`src/rtl/bvb_bank_sched_pkg.sv`:
```
`default_nettype none
// ============================================================================
// Module      : bvb_bank_sched_pkg
// Description : Shared sizing constants, FSM state encoding and ID decode
//               helpers for the banked-vector-buffer bank scheduler.
// Revision    : 1.0 - initial release
// ============================================================================
package bvb_bank_sched_pkg;

    localparam int CHANNEL_NUM = 4;
    localparam int COL_ID_SIZE = 10;
    localparam int BANK_BITS   = 2;
    localparam int BANK_LSB    = 7;
    localparam int BANK_NUM    = 2 ** BANK_BITS;
    localparam int CNT_W       = 16;

    typedef enum logic [0:0] {
        ST_RUN   = 1'b0,
        ST_FLUSH = 1'b1
    } sched_state_e;

    // Bank select field of a column ID.
    function automatic logic [BANK_BITS-1:0] id_bank(input logic [COL_ID_SIZE-1:0] col_id);
        return col_id[BANK_LSB +: BANK_BITS];
    endfunction

    // Row offset inside the selected bank.
    function automatic logic [BANK_LSB-1:0] id_offset(input logic [COL_ID_SIZE-1:0] col_id);
        return col_id[BANK_LSB-1:0];
    endfunction

endpackage
`default_nettype wire

```
`src/rtl/bvb_bank_sched_arb.sv`:
```
`default_nettype none
// ============================================================================
// Module      : bvb_rr_arbiter
// Description : Round-robin arbiter with N requesters. The grant goes to the
//               first requester at or after the pointer (wrapping modulo N);
//               the pointer then moves just past the grantee. N need not be a
//               power of two.
// Revision    : 1.0 - initial release
// ============================================================================
module bvb_rr_arbiter #(
    parameter int N = 4
) (
    input  logic         clk,
    input  logic         rst,
    input  logic         clr,
    input  logic [N-1:0] req,
    output logic [N-1:0] grant
);

    localparam int PW = (N > 1) ? $clog2(N) : 1;
    localparam int CW = PW + 1;

    logic [PW-1:0] ptr_q;
    logic [PW-1:0] ptr_d;
    logic [CW-1:0] cand;
    logic          found;

    // Scan requesters starting at the pointer; the extra candidate bit lets
    // ptr+i exceed N before the single-subtract wrap.
    always_comb begin
        grant = '0;
        ptr_d = ptr_q;
        found = 1'b0;
        cand  = '0;
        for (int i = 0; i < N; i++) begin
            cand = {1'b0, ptr_q} + CW'(i);
            if (cand >= CW'(N)) begin
                cand = cand - CW'(N);
            end
            if (!found && req[cand[PW-1:0]]) begin
                found                = 1'b1;
                grant[cand[PW-1:0]]  = 1'b1;
                ptr_d = (cand[PW-1:0] == PW'(N - 1)) ? '0 : cand[PW-1:0] + PW'(1);
            end
        end
        if (clr) begin
            ptr_d = '0;
        end
    end

    // Pointer register; holds whenever nothing is granted.
    always_ff @(posedge clk) begin
        if (rst) begin
            ptr_q <= '0;
        end else begin
            ptr_q <= ptr_d;
        end
    end

endmodule
`default_nettype wire

```
`src/rtl/bvb_bank_sched.sv`:
```
`default_nettype none
// ============================================================================
// Module      : bvb_bank_sched
// Description : Per-cycle bank scheduler. Maps each channel's head column ID
//               to a bank, arbitrates per bank (round robin), pops granted
//               IDs, drives one registered read address per bank and, two
//               cycles after the grant, tells the output mux which bank feeds
//               which channel. Supports vector-FIFO back-pressure and a
//               flush/drain sequence that resets the arbitration pointers.
//               Optional: define BVB_SCHED_STATS_EN to build the per-bank
//               saturating conflict counters (otherwise conflict_cnt is 0).
// Revision    : 1.0 - initial release
// ============================================================================
module bvb_bank_sched
    import bvb_bank_sched_pkg::*;
(
    input  logic                             clk,
    input  logic                             rst,
    input  logic [CHANNEL_NUM*COL_ID_SIZE-1:0] id,
    input  logic [CHANNEL_NUM-1:0]           id_fifo_empty,
    output logic [CHANNEL_NUM-1:0]           id_fifo_read,
    input  logic [CHANNEL_NUM-1:0]           vec_fifo_afull,
    output logic [BANK_NUM-1:0]              bank_en,
    output logic [BANK_NUM*BANK_LSB-1:0]     bank_addr,
    output logic [CHANNEL_NUM-1:0]           route_valid,
    output logic [CHANNEL_NUM*BANK_BITS-1:0] route_bank,
    input  logic                             flush,
    output logic                             flush_done,
    output logic [BANK_NUM*CNT_W-1:0]        conflict_cnt
);

    logic [CHANNEL_NUM-1:0][BANK_BITS-1:0]  ch_bank;
    logic [CHANNEL_NUM-1:0][BANK_LSB-1:0]   ch_off;
    logic [CHANNEL_NUM-1:0]                 req;
    logic [CHANNEL_NUM-1:0]                 grant;
    logic [BANK_NUM-1:0][CHANNEL_NUM-1:0]   bank_req;
    logic [BANK_NUM-1:0][CHANNEL_NUM-1:0]   bank_grant;

    sched_state_e                           state_q, state_d;
    logic                                   drained;
    logic                                   ptr_clr;

    logic [BANK_NUM-1:0]                    bank_en_q, bank_en_d;
    logic [BANK_NUM-1:0][BANK_LSB-1:0]      bank_addr_q, bank_addr_d;
    logic [CHANNEL_NUM-1:0]                 s1_valid_q, s1_valid_d;
    logic [CHANNEL_NUM-1:0][BANK_BITS-1:0]  s1_bank_q, s1_bank_d;
    logic [CHANNEL_NUM-1:0]                 route_valid_q, route_valid_d;
    logic [CHANNEL_NUM-1:0][BANK_BITS-1:0]  route_bank_q, route_bank_d;
    logic                                   flush_done_q, flush_done_d;

    // Only the bank and offset fields of an ID matter here.
    logic [CHANNEL_NUM*COL_ID_SIZE-1:0]     unused_id;
    assign unused_id = id;

    // Decode head IDs and build per-bank request vectors. Requests are
    // suppressed during reset so nothing is popped while the pipe is cleared.
    always_comb begin
        ch_bank  = '0;
        ch_off   = '0;
        req      = '0;
        bank_req = '0;
        for (int c = 0; c < CHANNEL_NUM; c++) begin
            ch_bank[c] = id_bank(id[c*COL_ID_SIZE +: COL_ID_SIZE]);
            ch_off[c]  = id_offset(id[c*COL_ID_SIZE +: COL_ID_SIZE]);
            req[c]     = !id_fifo_empty[c] && !vec_fifo_afull[c] &&
                         (state_q == ST_RUN) && !flush && !rst;
        end
        for (int b = 0; b < BANK_NUM; b++) begin
            for (int c = 0; c < CHANNEL_NUM; c++) begin
                bank_req[b][c] = req[c] && (ch_bank[c] == BANK_BITS'(b));
            end
        end
    end

    for (genvar b = 0; b < BANK_NUM; b++) begin : g_bank_arb
        bvb_rr_arbiter #(
            .N (CHANNEL_NUM)
        ) u_arb (
            .clk   (clk),
            .rst   (rst),
            .clr   (ptr_clr),
            .req   (bank_req[b]),
            .grant (bank_grant[b])
        );
    end

    // Fold bank grants into per-channel pops, bank enables/addresses and the
    // stage-1 routing information that follows the read by one cycle.
    always_comb begin
        grant       = '0;
        bank_en_d   = '0;
        bank_addr_d = '0;
        s1_bank_d   = '0;
        for (int b = 0; b < BANK_NUM; b++) begin
            bank_en_d[b] = |bank_grant[b];
            for (int c = 0; c < CHANNEL_NUM; c++) begin
                if (bank_grant[b][c]) begin
                    grant[c]       = 1'b1;
                    bank_addr_d[b] = ch_off[c];
                end
            end
        end
        for (int c = 0; c < CHANNEL_NUM; c++) begin
            s1_bank_d[c] = grant[c] ? ch_bank[c] : '0;
        end
        s1_valid_d    = grant;
        route_valid_d = s1_valid_q;
        route_bank_d  = s1_bank_q;
    end

    // RUN/FLUSH control: drain both pipeline stages, then clear pointers and
    // pulse flush_done as the scheduler returns to RUN.
    always_comb begin
        state_d      = state_q;
        ptr_clr      = 1'b0;
        flush_done_d = 1'b0;
        drained      = (s1_valid_q == '0) && (route_valid_q == '0);
        case (state_q)
            ST_RUN: begin
                if (flush) begin
                    state_d = ST_FLUSH;
                end
            end
            ST_FLUSH: begin
                if (drained) begin
                    state_d      = ST_RUN;
                    ptr_clr      = 1'b1;
                    flush_done_d = 1'b1;
                end
            end
            default: begin
                state_d = ST_RUN;
            end
        endcase
    end

    // State, bank-read stage and routing stage registers.
    always_ff @(posedge clk) begin
        if (rst) begin
            state_q       <= ST_RUN;
            bank_en_q     <= '0;
            bank_addr_q   <= '0;
            s1_valid_q    <= '0;
            s1_bank_q     <= '0;
            route_valid_q <= '0;
            route_bank_q  <= '0;
            flush_done_q  <= 1'b0;
        end else begin
            state_q       <= state_d;
            bank_en_q     <= bank_en_d;
            bank_addr_q   <= bank_addr_d;
            s1_valid_q    <= s1_valid_d;
            s1_bank_q     <= s1_bank_d;
            route_valid_q <= route_valid_d;
            route_bank_q  <= route_bank_d;
            flush_done_q  <= flush_done_d;
        end
    end

`ifdef BVB_SCHED_STATS_EN
    logic [BANK_NUM-1:0][CNT_W-1:0] conflict_q, conflict_d;

    // Count cycles in which two or more channels contend for a bank.
    always_comb begin
        conflict_d = conflict_q;
        for (int b = 0; b < BANK_NUM; b++) begin
            if ((state_q == ST_RUN) && ($countones(bank_req[b]) >= 2) &&
                (conflict_q[b] != {CNT_W{1'b1}})) begin
                conflict_d[b] = conflict_q[b] + CNT_W'(1);
            end
        end
    end

    // Counters are cleared by reset only, never by flush.
    always_ff @(posedge clk) begin
        if (rst) begin
            conflict_q <= '0;
        end else begin
            conflict_q <= conflict_d;
        end
    end

    assign conflict_cnt = conflict_q;
`else
    assign conflict_cnt = '0;
`endif

    assign id_fifo_read = grant;
    assign bank_en      = bank_en_q;
    assign bank_addr    = bank_addr_q;
    assign route_valid  = route_valid_q;
    assign route_bank   = route_bank_q;
    assign flush_done   = flush_done_q;

endmodule
`default_nettype wire

```
`config.mk`:
```
export PLATFORM = sky130hd
export DESIGN_NAME = bvb_bank_sched
export DESIGN_NICKNAME = d
export VERILOG_FILES = /design/src/rtl/bvb_bank_sched_pkg.sv /design/src/rtl/bvb_bank_sched_arb.sv /design/src/rtl/bvb_bank_sched.sv
export SDC_FILE = /design/constraint.sdc
export NUM_CORES = 1
export LEC_CHECK = 0
export CAP_MARGIN = 15
export CORE_MARGIN = 5
export CORE_UTILIZATION = 33
export DETAILED_ROUTE_END_ITERATION = 16
export PLACE_DENSITY_LB_ADDON = 0.3
export SLEW_MARGIN = 30
export SYNTH_ARGS = -nofsm -noshare
export SYNTH_HDL_FRONTEND = slang
export SYNTH_SLANG_ARGS = --single-unit
```
`constraint.sdc`:
```
create_clock -name clk -period 4.3 [get_ports clk]
set_input_delay 0.645 -clock clk [delete_from_list [all_inputs] [get_ports clk]]
set_output_delay 0.645 -clock clk [all_outputs]
set_load 0.01 [all_outputs]
```
---- After elaboration in Yosys (flattened, before gate mapping) ----
Index checks and enable logic that the tools add are counted.
storage, ports and cells
  flip-flop bits (word level) ............. 66
  input port bits ......................... 51
  output and inout bits ................... 113
  word-level logic and storage cells ...... 437
operators by class
  add/sub/neg operators ................... 44
  $lt $le $gt $ge ......................... 48
  eq/ne operators ......................... 28
  muxes and demuxes ....................... 177
  bitwise operators ....................... 17
  reduce and logical (&&, ||, !) cells .... 102
operators by type and width
  cell                                                        count
  two-way mux 7 bit                                           16
  two-way mux 2 bit                                           48
  two-way mux 1 bit                                           64
  two-way mux 4 bit                                           16
  logical AND 1 bit                                           61
  equality test 2 bit, second input constant                  24
  less-than comparator 2 x 3 -> 1 bit, second input constant  16
  OR 4 bit                                                    12
  >= comparator 3 bit, second input constant                  12
  adder 2 x 1 -> 2 bit, second input constant                 16
  binary-select mux 1 bit (select 2 bit)                      16
  demux 1 bit (select 2 bit)                                  16
  >= comparator 2 x 1 -> 1 bit, second input constant         16
  subtractor 2 x 1 -> 2 bit, second input constant            16
  adder 2 x 2 -> 3 bit, second input constant                 8
  logical NOT 1 bit                                           22
  nonzero test 4 bit                                          4
  OR reduction 4 bit                                          4
  adder 2 x 1 -> 3 bit, second input constant                 4
  >= comparator 2 x 3 -> 1 bit, second input constant         4
  OR reduction 2 bit                                          5
  equality test 2 x 1 -> 1 bit, second input constant         4
  logical NOT 2 bit                                           4
  logical NOT 4 bit                                           2
  other kinds (2)                                             6

---- Depth between registers and ports, before layout ----
  word-level depth ........................ 24
  depth in mapped cells ................... 12
  depth with buffers taken out ............ 10

---- Modules after synthesis ----
A second synthesis with hierarchy kept.
unflattened totals
  cells, all modules ...................... 556
  area, all modules ....................... 4,973.5 um^2
by module, submodules not included
  module          instances  cells an instance  area each (um^2)  seq. area each (um^2)
  bvb_bank_sched  1          344                3,056.7           1,161.1
  bvb_rr_arbiter  4          53                 479.2             40.0

---- Least setup slack after synthesis ----
OpenSTA, ideal clock, no wires.
  kind .................................... input to output
  start point ............................. input port flush
  end point ............................... output port id_fifo_read[3]
  data arrival time ....................... 3,209 ps
  data required time ...................... 3,655 ps
  path slack .............................. 446 ps
  stages on the path ...................... 9
  buffers on the path ..................... 2
  cells stage by stage .................... or4_1 buf_2 or3_4 a31o_1 nor2_4 mux2_2 a211oi_1 clkbuf_1 nand4_1
between the ends
  longest elaborated chain between the ends .. 20
  elaborated cells between the ends (all ways) .. 125
  classes of those cells .................. mux (64); bitwise (12); reduce/logical (49)
ends and longest elaborated chain
  item                                     RTL line                  text
  from (decl)                              bvb_bank_sched.sv:27      input logic flush,
  logical NOT 1 bit (*)                    bvb_bank_sched.sv:66      (state_q == ST_RUN) && !flush && !rst;
  logical AND 1 bit (2 in series)          bvb_bank_sched.sv:66
  logical AND 1 bit                        bvb_bank_sched.sv:70      bank_req[b][c] = req[c] && (ch_bank[c] == BANK_BITS'(b));
  binary-select mux 1 bit (select 2 bit)   bvb_bank_sched_arb.sv:40  if (!found && req[cand[PW-1:0]]) begin
  two-way mux 1 bit (not written as such)  bvb_bank_sched_arb.sv:40
  two-way mux 1 bit                        bvb_bank_sched_arb.sv:40
  logical NOT 1 bit                        bvb_bank_sched_arb.sv:40
  logical AND 1 bit                        bvb_bank_sched_arb.sv:40
  two-way mux 1 bit                        bvb_bank_sched_arb.sv:40
  logical NOT 1 bit                        bvb_bank_sched_arb.sv:40
  logical AND 1 bit                        bvb_bank_sched_arb.sv:40
  two-way mux 1 bit                        bvb_bank_sched_arb.sv:40
  logical NOT 1 bit                        bvb_bank_sched_arb.sv:40
  logical AND 1 bit                        bvb_bank_sched_arb.sv:40
  two-way mux 4 bit                        bvb_bank_sched_arb.sv:40
  two-way mux 1 bit (3 in series)          bvb_bank_sched.sv:97      if (bank_grant[b][c]) begin
  two-way mux 1 bit (*)                    bvb_bank_sched.sv:97
  to (decl)                                bvb_bank_sched.sv:21      output logic [CHANNEL_NUM-1:0] id_fifo_read,
Mark *: on every way between the ends. The rest lies on a longest branch, timed or not. The select of a mux whose other input is x is not followed.

---- Worst setup path in the final report ----
  start point ............................. input port id_fifo_empty[2]
  end point ............................... output port id_fifo_read[3]
between the ends
  longest elaborated chain between the ends .. 22
  elaborated cells between the ends (all ways) .. 109
  classes of those cells .................. mux (64); bitwise (12); reduce/logical (33)
ends and longest elaborated chain
  item                                     RTL line                  text
  from (decl)                              bvb_bank_sched.sv:20      input logic [CHANNEL_NUM-1:0] id_fifo_empty,
  logical NOT 1 bit (*)                    bvb_bank_sched.sv:65      req[c] = !id_fifo_empty[c] && !vec_fifo_afull[c] &&
  logical AND 1 bit (*) (2 in series)      bvb_bank_sched.sv:65
  logical AND 1 bit (*) (2 in series)      bvb_bank_sched.sv:66
  logical AND 1 bit                        bvb_bank_sched.sv:70
  binary-select mux 1 bit (select 2 bit)   bvb_bank_sched_arb.sv:40
  two-way mux 1 bit (not written as such)  bvb_bank_sched_arb.sv:40
  two-way mux 1 bit                        bvb_bank_sched_arb.sv:40
  logical NOT 1 bit                        bvb_bank_sched_arb.sv:40
  [2 not listed]                           -
  logical NOT 1 bit                        bvb_bank_sched_arb.sv:40
  logical AND 1 bit                        bvb_bank_sched_arb.sv:40
  two-way mux 1 bit                        bvb_bank_sched_arb.sv:40
  logical NOT 1 bit                        bvb_bank_sched_arb.sv:40
  logical AND 1 bit                        bvb_bank_sched_arb.sv:40
  two-way mux 4 bit                        bvb_bank_sched_arb.sv:40
  two-way mux 1 bit (3 in series)          bvb_bank_sched.sv:97
  two-way mux 1 bit (*)                    bvb_bank_sched.sv:97
Marked as above.

==> metrics <==
CTS tree=built; H-tree levels=3; iteration-0 DRC count of the detailed router=458; Post-DP Area=0.00741 mm2; vias=5876; worst-case hold path end point=route_bank[5]; die footprint=0.0195 mm2; FF-to-FF setup slack=0.81 ns; largest net degree at the start of global routing=22; IO buf count=95; die width=140 um; syn avg cell area=8.20 um2; WL final=18400 um; ANT cells=0; Worst-path clk slew=0.07 ns; worst r2r src=state_q; Final Cell Area=0.00786 mm2; worst skew pair latency=0.34 ns; DRC Markers=0; total CTS buffers=9; critical path peak fanout=6; Setup TNS=0 ns; Routed WL per cell=16.6 um; Initial Utilization=0.335; Final Setup Violations=0; crit path kind=in2out; Critical Path Source Type=input pin; synthesized area=0.00554 mm2; run status=finished, final reports clean; first-pass GRT wire length=28800 um; Async SR Flop Fraction=0; worst slew pin tran=0.710 ns; final hold viol count=0; combinational power share=0.204; top-level I/O count=164; Die H=140 um; core area=0.0165 mm2; Pint=1390 uW; Slew Limit Fails=0; min cycle time layout=4.18 ns; Yosys reg bits=66; commonest non-fill, non-tap cells in the layout=buf_4 (138), clkdlybuf4s50_1 (89), dfxtp_1 (66), conb_1 (64), nor2_1 (43); Post-synth EDFFs=0; HPWL Detailed=14100 um; GRT Residual Overflow=0; critical path endpoint category=primary output; Antenna Nets Post-Route=0; final clock skew=0.0176 ns; Worst EP arrival=3.53 ns; Unique masters post-synth=83; cells on worst reg2reg path=10; unrepaired setup endpoints after global routing=yes; Post-CTS Hold Buffers=0; top_reg_cell synth=dfxtp_1; gr usage total=0.180; hold path depth=1; drt via density=5.30; Seq/Total Area, Yosys=0.239; share of cells above drive strength 1=0.243; hold wc startpoint=route_bank_d[5]; net switching power=522 uW; vias in the first global route=5593; Yosys warnings=0; CP required=3.65 ns; # rows=47; WHS=0.430 ns; initial antenna violation count=0; R2R Path End=bank_addr[3]; Cells after Synth=675; nets@finish=957; P_leak=0.00326 uW; Max Fclk=239 MHz; PD cells=244 mW/mm2; Layout fillers=1627; part of the power in registers=0.341; max-cap violation count=0; clock network power share=0.455; RePlAce Congestion=0.892; worst min path class=reg2reg; Area Overhead vs Synth=42.0%; final total power=1920 uW; Sink Count=66; Slew Limit Headroom=0.527; sw frac=0.273; Pre-antenna DRT Iters=5; crit share post-route=0.972; clk root buf=clkbuf_16; commonest non-fill, non-tap cell in the layout=buf_4; Worst IR Drop VDD=195 uV; CTS max path bufs=2
[metal layers]
| metal | up-vias | global-route usage | part of all wire |
|---|---|---|---|
| met3 | 48 | 0.0254 | 0.069 |
| li1 | 2816 | - | - |
| met5 | - | 0 | 0 |
| met1 | 2753 | 0.232 | 0.43 |
| met2 | 259 | 0.305 | 0.48 |
| met4 | 0 | 0.0704 | 0.029 |
[stage by stage]
step | std cells | util | worst slack (ns)
after global routing | 1109 | 0.476 | -0.0112
after floorplan | 738 | - | 0.446
final | 1109 | 0.476 | 0.120
after global placement | 1089 | 0.448 | -0.604
after detailed placement | 1089 | 0.448 | -0.608
after CTS | 1108 | 0.474 | 0.00347
[worst max-delay path: stages]
cell and delay, ns:
clkdlybuf4s50_1 0.42, or4_4 0.54, buf_4 0.18, nor2_2 0.11
nor3_1 0.07, or4_1 0.53, a32o_1 0.31, a221oi_4 0.27
nand4_1 0.25, buf_2 0.21
[area by class of cell]
type | count | area [um2] | share of cell area
Clock buffer | 10 | 229 | 0.0291
Clock inverter | 6 | 115 | 0.0146
Inverter | 35 | 131 | 0.0167
Multi-Input combinational cell | 537 | 3780 | 0.481
Sequential cell | 66 | 1320 | 0.168
Tap cell | 220 | 275 | 0.0350
Timing Repair Buffer | 235 | 2010 | 0.256
[state kept, by name (all words and copies together), names as in the netlist]
name / cells
route_bank_d: 8
g_bank_arb.u_arb.ptr_q: 8
route_bank: 8
bank_addr: 28
state_q: 1
route_valid_d: 4
bank_en: 4
flush_done: 1
route_valid: 4
[worst max path at each step]
| stage | startpoint | end | slack [ns] | depth (start not counted) |
|---|---|---|---|---|
| CTS | vec_fifo_afull[2] | id_fifo_read[0] | 0.003 | 12 |
| detailed placement | flush | id_fifo_read[3] | -0.61 | 9 |
| global route | vec_fifo_afull[3] | id_fifo_read[1] | -0.01 | 11 |
| finish | id_fifo_empty[2] | id_fifo_read[3] | 0.12 | 10 |
| global placement | flush | id_fifo_read[3] | -0.60 | 9 |
| floorplan | flush | id_fifo_read[3] | 0.45 | 9 |
[cells by family (layout without fill, tap and decap cells)]
logic type                 count (synthesis)  in the layout  synth area share
AOI/OAI and AO/OA                        162            162             0.238
xor gates and xnor gates                   4              4           0.00633
adders and majority gates                 22             22            0.0497
buffers and inverters                    135            286             0.140
DFF                                       66             66             0.239
muxes                                     34             34            0.0737
other                                      1             64          0.000677
and+or+nand+nor                          251            251             0.254
[power groups by stage]
stage | Combinational (uW) | Sequential (uW) | Clock (uW)
global route | 422 | 656 | 909
detailed placement | 380 | 667 | 0
CTS | 385 | 654 | 889
floorplan | 218 | 674 | 0
global placement | 380 | 666 | 0
finish | 391 | 653 | 872
[cells in the mapped netlist, types with 3 or more instances]
cell type	n	area share
mux2i_1	25	0.045
nand3b_1	8	0.011
o311ai_0	4	0.0063
mux4_2	5	0.020
nor3_2	3	0.0054
nor4_2	3	0.0068
dfxtp_1	66	0.24
nand2b_1	15	0.017
clkbuf_1	22	0.015
a31oi_1	11	0.012
or4_1	15	0.020
o311a_1	4	0.0072
nor3_1	27	0.024
and3_1	6	0.0068
ha_1	22	0.050
buf_1	3	0.0020
o22ai_1	3	0.0034
or3_1	11	0.012
o31ai_1	11	0.015
nor4_1	6	0.0068
xnor2_1	4	0.0063
o2111ai_1	6	0.0095
or2_1	3	0.0034
and2_1	9	0.010
a211oi_1	7	0.0095
a22o_1	8	0.013
mux2_2	4	0.0081
o21ai_0	23	0.021
nor2_1	46	0.031
nand3_1	26	0.023
inv_1	33	0.022
a311oi_2	7	0.019
a21oi_1	20	0.018
nor2b_1	21	0.024
buf_2	9	0.0081
o211a_1	4	0.0072
a221oi_1	9	0.014
o211ai_1	4	0.0054
nor3b_1	6	0.0081
nand4_1	9	0.010
o21a_1	4	0.0054
nand2_1	30	0.020
buf_4	64	0.087
[repair_timing]
action / CTS / global route
resized for setup: 24 / 11
pin swaps: 9 / 7
buffers inserted: 3 / 2
setup endpoints to repair: 4 / 4
Power figures use the tool's default switching activity.
